`src/rtl/bp_nbf_pkg.sv`:
```
// Shared NBF (network boot format) command definitions, used by the
// AXI-Lite deserializer and the NBF loader.
package bp_nbf_pkg;

    localparam int nbf_opcode_width_gp = 8;
    localparam int nbf_addr_width_gp   = 64;
    localparam int nbf_data_width_gp   = 64;
    localparam int nbf_flits_gp        = 5;
    localparam int nbf_flit_width_gp   = 32;

    localparam logic [nbf_opcode_width_gp-1:0] nbf_finish_opcode_gp = 8'hFF;

    typedef struct packed {
        logic [nbf_opcode_width_gp-1:0] opcode;
        logic [nbf_addr_width_gp-1:0]   addr;
        logic [nbf_data_width_gp-1:0]   data;
    } bp_nbf_s;

    typedef enum logic [1:0] {
        e_recv = 2'd0,
        e_resp = 2'd1,
        e_out  = 2'd2
    } nbf_state_e;

endpackage

```
`src/rtl/bsg_counter_clear_up.sv`:
```
// Up counter with synchronous clear; a clear and an up in the same cycle
// leave the counter at init_val_p + 1.
module bsg_counter_clear_up #(
    parameter int max_val_p  = 5,
    parameter int init_val_p = 0,
    localparam int ptr_width_lp = $clog2(max_val_p + 1)
) (
    input  logic                    clk_i,
    input  logic                    reset_i,
    input  logic                    clear_i,
    input  logic                    up_i,
    output logic [ptr_width_lp-1:0] count_o
);

    logic [ptr_width_lp-1:0] count_r;
    logic [ptr_width_lp-1:0] up_s;

    assign up_s = {{(ptr_width_lp-1){1'b0}}, up_i};

    // count register
    always_ff @(posedge clk_i or posedge reset_i) begin
        if (reset_i) begin
            count_r <= ptr_width_lp'(init_val_p);
        end else if (clear_i) begin
            count_r <= ptr_width_lp'(init_val_p) + up_s;
        end else begin
            count_r <= count_r + up_s;
        end
    end

    assign count_o = count_r;

endmodule

```
`src/rtl/bp_axil_nbf_deserializer.sv`:
```
// AXI-Lite slave that assembles five 32-bit writes into one NBF command and
// hands it off on a valid/ready port; reads return the handed-off command count.
module bp_axil_nbf_deserializer
    import bp_nbf_pkg::*;
#(
    parameter int S_AXIL_ADDR_WIDTH = 64,
    parameter int S_AXIL_DATA_WIDTH = 32,
    parameter logic [S_AXIL_ADDR_WIDTH-1:0] nbf_host_addr_p = 64'h0
) (
    input  logic                         clk_i,
    input  logic                         reset_i,
    input  logic [S_AXIL_ADDR_WIDTH-1:0] s_axil_awaddr,
    input  logic                         s_axil_awvalid,
    output logic                         s_axil_awready,
    input  logic [2:0]                   s_axil_awprot,
    input  logic [S_AXIL_DATA_WIDTH-1:0] s_axil_wdata,
    input  logic                         s_axil_wvalid,
    output logic                         s_axil_wready,
    input  logic [3:0]                   s_axil_wstrb,
    output logic [1:0]                   s_axil_bresp,
    output logic                         s_axil_bvalid,
    input  logic                         s_axil_bready,
    input  logic [S_AXIL_ADDR_WIDTH-1:0] s_axil_araddr,
    input  logic                         s_axil_arvalid,
    output logic                         s_axil_arready,
    input  logic [2:0]                   s_axil_arprot,
    output logic [S_AXIL_DATA_WIDTH-1:0] s_axil_rdata,
    output logic [1:0]                   s_axil_rresp,
    output logic                         s_axil_rvalid,
    input  logic                         s_axil_rready,
    output bp_nbf_s                      nbf_o,
    output logic                         nbf_v_o,
    input  logic                         nbf_ready_and_i,
    output logic                         done_o
);

    nbf_state_e state_r, state_n;

    logic                         aw_held_r;
    logic [S_AXIL_ADDR_WIDTH-1:0] aw_addr_r;
    logic                         w_held_r;
    logic [S_AXIL_DATA_WIDTH-1:0] w_data_r;
    logic [nbf_flit_width_gp-1:0] flit_r [nbf_flits_gp];
    logic [2:0]                   flit_cnt_s;
    logic                         bvalid_r, last_flit_r, done_r, rvalid_r;
    logic [1:0]                   bresp_r;
    logic [31:0]                  cmd_count_r;
    logic [S_AXIL_DATA_WIDTH-1:0] rdata_r;

    logic aw_hs_s, w_hs_s, ar_hs_s, b_hs_s, out_hs_s;
    logic commit_s, match_s, up_s, clear_s;
    logic [S_AXIL_ADDR_WIDTH-1:0] commit_addr_s;
    logic [S_AXIL_DATA_WIDTH-1:0] commit_data_s;
    logic unused_s;

    assign s_axil_awready = (state_r == e_recv) & ~aw_held_r & ~reset_i;
    assign s_axil_wready  = (state_r == e_recv) & ~w_held_r & ~reset_i;
    assign s_axil_arready = ~rvalid_r & ~reset_i;

    assign aw_hs_s  = s_axil_awvalid & s_axil_awready;
    assign w_hs_s   = s_axil_wvalid & s_axil_wready;
    assign ar_hs_s  = s_axil_arvalid & s_axil_arready;
    assign b_hs_s   = bvalid_r & s_axil_bready;
    assign out_hs_s = nbf_v_o & nbf_ready_and_i;

    // A held beat and a same-cycle handshake both count as available.
    assign commit_s      = (state_r == e_recv) & (aw_held_r | aw_hs_s) & (w_held_r | w_hs_s);
    assign commit_addr_s = aw_held_r ? aw_addr_r : s_axil_awaddr;
    assign commit_data_s = w_held_r ? w_data_r : s_axil_wdata;
    assign match_s       = (commit_addr_s == nbf_host_addr_p);
    assign up_s          = commit_s & match_s;
    assign clear_s       = (state_r == e_resp) & b_hs_s & last_flit_r;

    bsg_counter_clear_up #(
        .max_val_p (nbf_flits_gp),
        .init_val_p(0)
    ) flit_counter (
        .clk_i  (clk_i),
        .reset_i(reset_i),
        .clear_i(clear_s),
        .up_i   (up_s),
        .count_o(flit_cnt_s)
    );

    // state register
    always_ff @(posedge clk_i or posedge reset_i) begin
        if (reset_i) state_r <= e_recv;
        else         state_r <= state_n;
    end

    // next-state logic
    always_comb begin
        state_n = state_r;
        case (state_r)
            e_recv:  if (commit_s) state_n = e_resp; else state_n = state_r;
            e_resp:  if (b_hs_s) state_n = last_flit_r ? e_out : e_recv; else state_n = state_r;
            e_out:   if (out_hs_s) state_n = e_recv; else state_n = state_r;
            default: state_n = e_recv;
        endcase
    end

    // AW/W one-entry holding registers, emptied by the commit
    always_ff @(posedge clk_i or posedge reset_i) begin
        if (reset_i) begin
            aw_held_r <= 1'b0;
            aw_addr_r <= '0;
            w_held_r  <= 1'b0;
            w_data_r  <= '0;
        end else begin
            aw_held_r <= commit_s ? 1'b0 : (aw_held_r | aw_hs_s);
            aw_addr_r <= aw_hs_s ? s_axil_awaddr : aw_addr_r;
            w_held_r  <= commit_s ? 1'b0 : (w_held_r | w_hs_s);
            w_data_r  <= w_hs_s ? s_axil_wdata : w_data_r;
        end
    end

    // flit storage, indexed by the flit counter
    always_ff @(posedge clk_i or posedge reset_i) begin
        if (reset_i) begin
            for (int i = 0; i < nbf_flits_gp; i++) flit_r[i] <= '0;
        end else begin
            for (int i = 0; i < nbf_flits_gp; i++) begin
                if (up_s && (flit_cnt_s == 3'(i))) flit_r[i] <= commit_data_s;
            end
        end
    end

    // write response channel
    always_ff @(posedge clk_i or posedge reset_i) begin
        if (reset_i) begin
            bvalid_r    <= 1'b0;
            bresp_r     <= 2'b00;
            last_flit_r <= 1'b0;
        end else if (commit_s) begin
            bvalid_r    <= 1'b1;
            bresp_r     <= match_s ? 2'b00 : 2'b10;
            last_flit_r <= match_s & (flit_cnt_s == 3'(nbf_flits_gp - 1));
        end else if (b_hs_s) begin
            bvalid_r    <= 1'b0;
        end
    end

    // output handoff bookkeeping
    always_ff @(posedge clk_i or posedge reset_i) begin
        if (reset_i) begin
            cmd_count_r <= 32'd0;
            done_r      <= 1'b0;
        end else if (out_hs_s) begin
            cmd_count_r <= cmd_count_r + 32'd1;
            done_r      <= done_r | (nbf_o.opcode == nbf_finish_opcode_gp);
        end
    end

    // read channel, one outstanding read at a time
    always_ff @(posedge clk_i or posedge reset_i) begin
        if (reset_i) begin
            rvalid_r <= 1'b0;
            rdata_r  <= '0;
        end else if (ar_hs_s) begin
            rvalid_r <= 1'b1;
            rdata_r  <= cmd_count_r;
        end else if (rvalid_r && s_axil_rready) begin
            rvalid_r <= 1'b0;
        end
    end

    assign nbf_o         = {flit_r[4][nbf_opcode_width_gp-1:0], flit_r[3], flit_r[2], flit_r[1], flit_r[0]};
    assign nbf_v_o       = (state_r == e_out);
    assign done_o        = done_r;
    assign s_axil_bvalid = bvalid_r;
    assign s_axil_bresp  = bresp_r;
    assign s_axil_rvalid = rvalid_r;
    assign s_axil_rdata  = rdata_r;
    assign s_axil_rresp  = 2'b00;

    assign unused_s = ^{s_axil_awprot, s_axil_arprot, s_axil_wstrb, s_axil_araddr,
                        flit_r[4][nbf_flit_width_gp-1:nbf_opcode_width_gp]};

endmodule

```
`config.mk`:
```
export PLATFORM = sky130hd
export DESIGN_NAME = bp_axil_nbf_deserializer
export DESIGN_NICKNAME = d
export VERILOG_FILES = /design/src/rtl/bp_nbf_pkg.sv /design/src/rtl/bsg_counter_clear_up.sv /design/src/rtl/bp_axil_nbf_deserializer.sv
export SDC_FILE = /design/constraint.sdc
export NUM_CORES = 1
export LEC_CHECK = 0
export CORE_ASPECT_RATIO = 1.2
export CORE_MARGIN = 2
export CORE_UTILIZATION = 43
export CTS_CLUSTER_DIAMETER = 100
export DETAILED_ROUTE_END_ITERATION = 8
export PLACE_DENSITY = 0.76
export SYNTH_ARGS = -nofsm -noshare
export SYNTH_HDL_FRONTEND = slang
export SYNTH_SLANG_ARGS = --single-unit
```
`constraint.sdc`:
```
create_clock -name clk_i -period 11.2 [get_ports clk_i]
set_input_delay 2.24 -clock clk_i [delete_from_list [all_inputs] [get_ports clk_i]]
set_output_delay 2.24 -clock clk_i [all_outputs]
set_load 0.03 [all_outputs]
```
==> impl_results.md <==
* Max-Cap Viols at 0
* # Post-CTS Setup Buffers at 0
* VDD IR max at approximately 0.15 mV
* Die X-Extent at roughly 160 um
* Startpoint Class: input port
* Worst path slowest cell: clkdlybuf4s50_1
* Post-synth EDFFs at 0
* #FFs+latches synth at between 300 and 400
* CTS Hold Bufs at 0
* RR Endpoint: nbf_o[69]$_DFFE_PP0P_
* Vias/cell at slightly above 5
* Layout cells sized above 1 at about a third
* Detailed-route via count at 7829
* Slew Viols, Final at 0
* DR pass1 iterations at 4
* Post-CTS resize count at 0
* GRT Util Overall at a little under a fifth
* Syn Area/Cell at around 15 sq um
* Clock latency on the worst-skew pair at around 0.55 ns
* Number of global-route vias before repair at around 8.4k
* Pint at 2190 uW
* PwrDens at 175 nW/um^2
* I/O Buffers at around 280
* Async SR Flop Fraction at 100%
* Clk_skew at 0.0142 ns
* Area after DPL at 15700 sq um
* Die Ht at ~190 um
* Total grt overflow at 0
* Post-route total power at approximately 2900 uW
* Arrival time worst endpoint at 4.25 ns
* Crit path capture type: output port
* H-tree depth at 1
* First DRT Iteration DRCs at 261
* Final Hold Violating Endpoints at 0
* Mapped Cells at 832
* Minimum clock period at 6.49 ns
* R2R Path Start: w_held_r$_DFF_PP0_
* Clock sinks at about 310
* Endpoints failing setup at 0
* Largest net degree at the start of global routing at ~200
* Hold_sp: cmd_count_r[31]$_DFFE_PP0P_
* Sw Share at roughly a quarter
* Top_reg_cell synth: dfrtp_1
* Hold EP: cmd_count_r[31]$_DFFE_PP0P_
* CTS tree: yes
* Actual slew at the worst max-slew pin at between 1 and 1.5 ns
* ANT nets after route at 0
* Status: finished, final reports clean
* Synth Cell Area at 12500 sq um
* Number of distinct library cells after synthesis at 42
* Worst Hold Path Cells at 1
* Slowest stage delay, CP at 0.81 ns
* Worst-path clk slew at ~0.06 ns
* Switching power at about 730 uW
* First-pass GRT wire length at 46300 um
* Site Rows at just under 70
* Clk pwr share at about a third
* Hold Crit Class: reg2reg
* Starting Density at a little over two fifths
* Flop pwr share at 48.8%
* FF-to-FF setup slack at 7.33 ns
* RSZ-0062 raised after global routing: false
* Setup TNS at 0 ns
* Die area at between 30000 and 40000 sq um
* Critical Path, Cell by Cell: clkdlybuf4s50_1, nor4_1, clkdlybuf4s50_1
* Worst Reg-to-Reg Cells at 6
* Leak at between 0.007 and 0.008 uW
* Warnings, synthesis at 0
* Routed Wire Length at ~30000 um
* Synth area leader: dfrtp_1
* Total Nets Final at around 1.3k
* Final instance area at approximately 17000 sq um
* CP most frequent cell: clkdlybuf4s50_1
* Number of remaining DRC errors at 0
* Fill cells at about 2.3k
* Top post-synthesis cells by area: dfrtp_1 62%, mux2_2 26%, nor4_1 1.5%, xnor2_1 1.3%, xor2_1 0.98%
* Clock Tree Buf Depth at 3
* Final period util at between 50% and 60%
* Num CTS Buffers at 31
* Root Driver: clkbuf_16
* Slew HR at about a quarter
* Sequential-to-total area share from yosys stat at between 60 and 70%
* Min Hold Slack at approximately 0.47 ns
* Initial antenna violation count at 1
* IO Count at between 300 and 400
* Detailed placer's ending HPWL at 20400 um
* CP Class: in2out
* Share of the synthesized area in the top cell type at roughly three fifths
* Combinational Power Share at 16.4%
* Core area at about 29000 sq um
* CP required at 8.96 ns
* Wire per inst at 19.3 um
* RePlAce Congestion at ~0.73
* Worst-path fanout max at 7
* Area grow syn2layout at 33.5%
* Highest Clock Rate at between 150 and 200 MHz
==> state kept, by name, indices dropped and copies added, names as in the netlist <==
| name | cells |
|---|---|
| last_flit_r | 1 |
| s_axil_bresp | 1 |
| aw_held_r | 1 |
| aw_addr_r | 64 |
| w_data_r | 32 |
| s_axil_rvalid | 1 |
| cmd_count_r | 32 |
| w_held_r | 1 |
| state_r | 2 |
| done_o | 1 |
| s_axil_rdata | 32 |
| s_axil_bvalid | 1 |
| nbf_o | 136 |
| flit_counter.count_o | 3 |
==> how the worst max path moves through the flow <==
stage                  from                        to  depth (start not counted)
detailed placement  reset_i             s_axil_wready                          3
finish              reset_i             s_axil_wready                          3
global placement    reset_i             s_axil_wready                          3
global route        reset_i             s_axil_wready                          3
CTS                 reset_i             s_axil_wready                          3
floorplan           reset_i  aw_addr_r[0]$_DFFE_PP0P_                          1
==> cells by family after synthesis <==
family / Yosys count / synth area share, %
DFF: 308 / 61.6
other: 1 / 0.0300
and+or+nand+nor: 132 / 6.16
buffers and inverters: 45 / 1.87
muxes: 297 / 26.9
AOI/OAI and AO/OA: 14 / 0.900
adders and majority gates: 3 / 0.300
xor gates and xnor gates: 32 / 2.24
==> worst max-delay path: cells and delay by family <==
kind                   cells  cell delay, ns
buffers and inverters      2            1.46
AND/OR/NAND/NOR            1            0.54
==> power by group through the flow <==
stage	clock network (uW)	logic, uW	registers, uW
after global routing	1090	526	1450
after global placement	0	470	1430
after detailed placement	0	485	1440
after CTS	1040	486	1430
after floorplan	0	378	1390
final	1020	478	1420
==> per-layer routing <==
metal / routed length, um / global-route usage (%) / vias to the layer above
met5: 0 / 0 / -
met4: 758 / 5.73 / 0
met3: 1920 / 4.92 / 49
met2: 14500 / 33.2 / 210
met1: 12200 / 23.6 / 4016
li1: - / - / 3554
==> area by class of cell <==
class | instances | area (sq um) | area share (%)
clock inverter | 6 | 105 | 0.629
antenna | 1 | 2.50 | 0.0150
multi-input combinational | 481 | 4600 | 27.6
sequential | 308 | 7710 | 46.2
clock buffer | 46 | 892 | 5.34
timing repair buffer | 287 | 2870 | 17.2
inverter | 9 | 41.3 | 0.247
tap | 385 | 482 | 2.88
==> cells in the mapped netlist, types with 3 or more instances <==
master	n
a21o_1	3
a21oi_1	3
and2_1	3
and3_1	6
and4_1	3
buf_1	4
buf_2	10
buf_4	3
buf_6	4
clkbuf_1	14
dfrtp_1	308
ha_1	3
inv_1	9
mux2_2	292
mux2_4	5
nand2_1	18
nand3_1	13
nand4_1	13
nor2_1	19
nor2b_1	5
nor3_1	10
nor4_1	29
nor4b_2	3
o21ai_0	3
xnor2_1	18
xor2_1	14
==> cell usage in the layout, fill, tap and decap left out, types with 7 or more instances in the layout <==
cell and count:
dfrtp_1 307, mux2_2 292, clkdlybuf4s50_1 279, clkbuf_16 31, nor4_1 29, nor2_1 19, xnor2_1 18, nand2_1 16
xor2_1 14, nand4_1 13, nand3_1 13, nor3_1 9, clkbuf_1 9, inv_1 8, buf_4 7
==> through the flow <==
stage	cells	util [%]	worst slack, ns
2_1_floorplan	834	-	0.426
3_3_place_gp	1470	54.8	4.75
3_5_place_dp	1470	54.8	4.72
4_1_cts	1522	58.2	4.70
5_1_grt	1523	58.2	4.57
6_report	1523	58.2	4.71
Note: power is estimated with default switching activity, not from simulation.
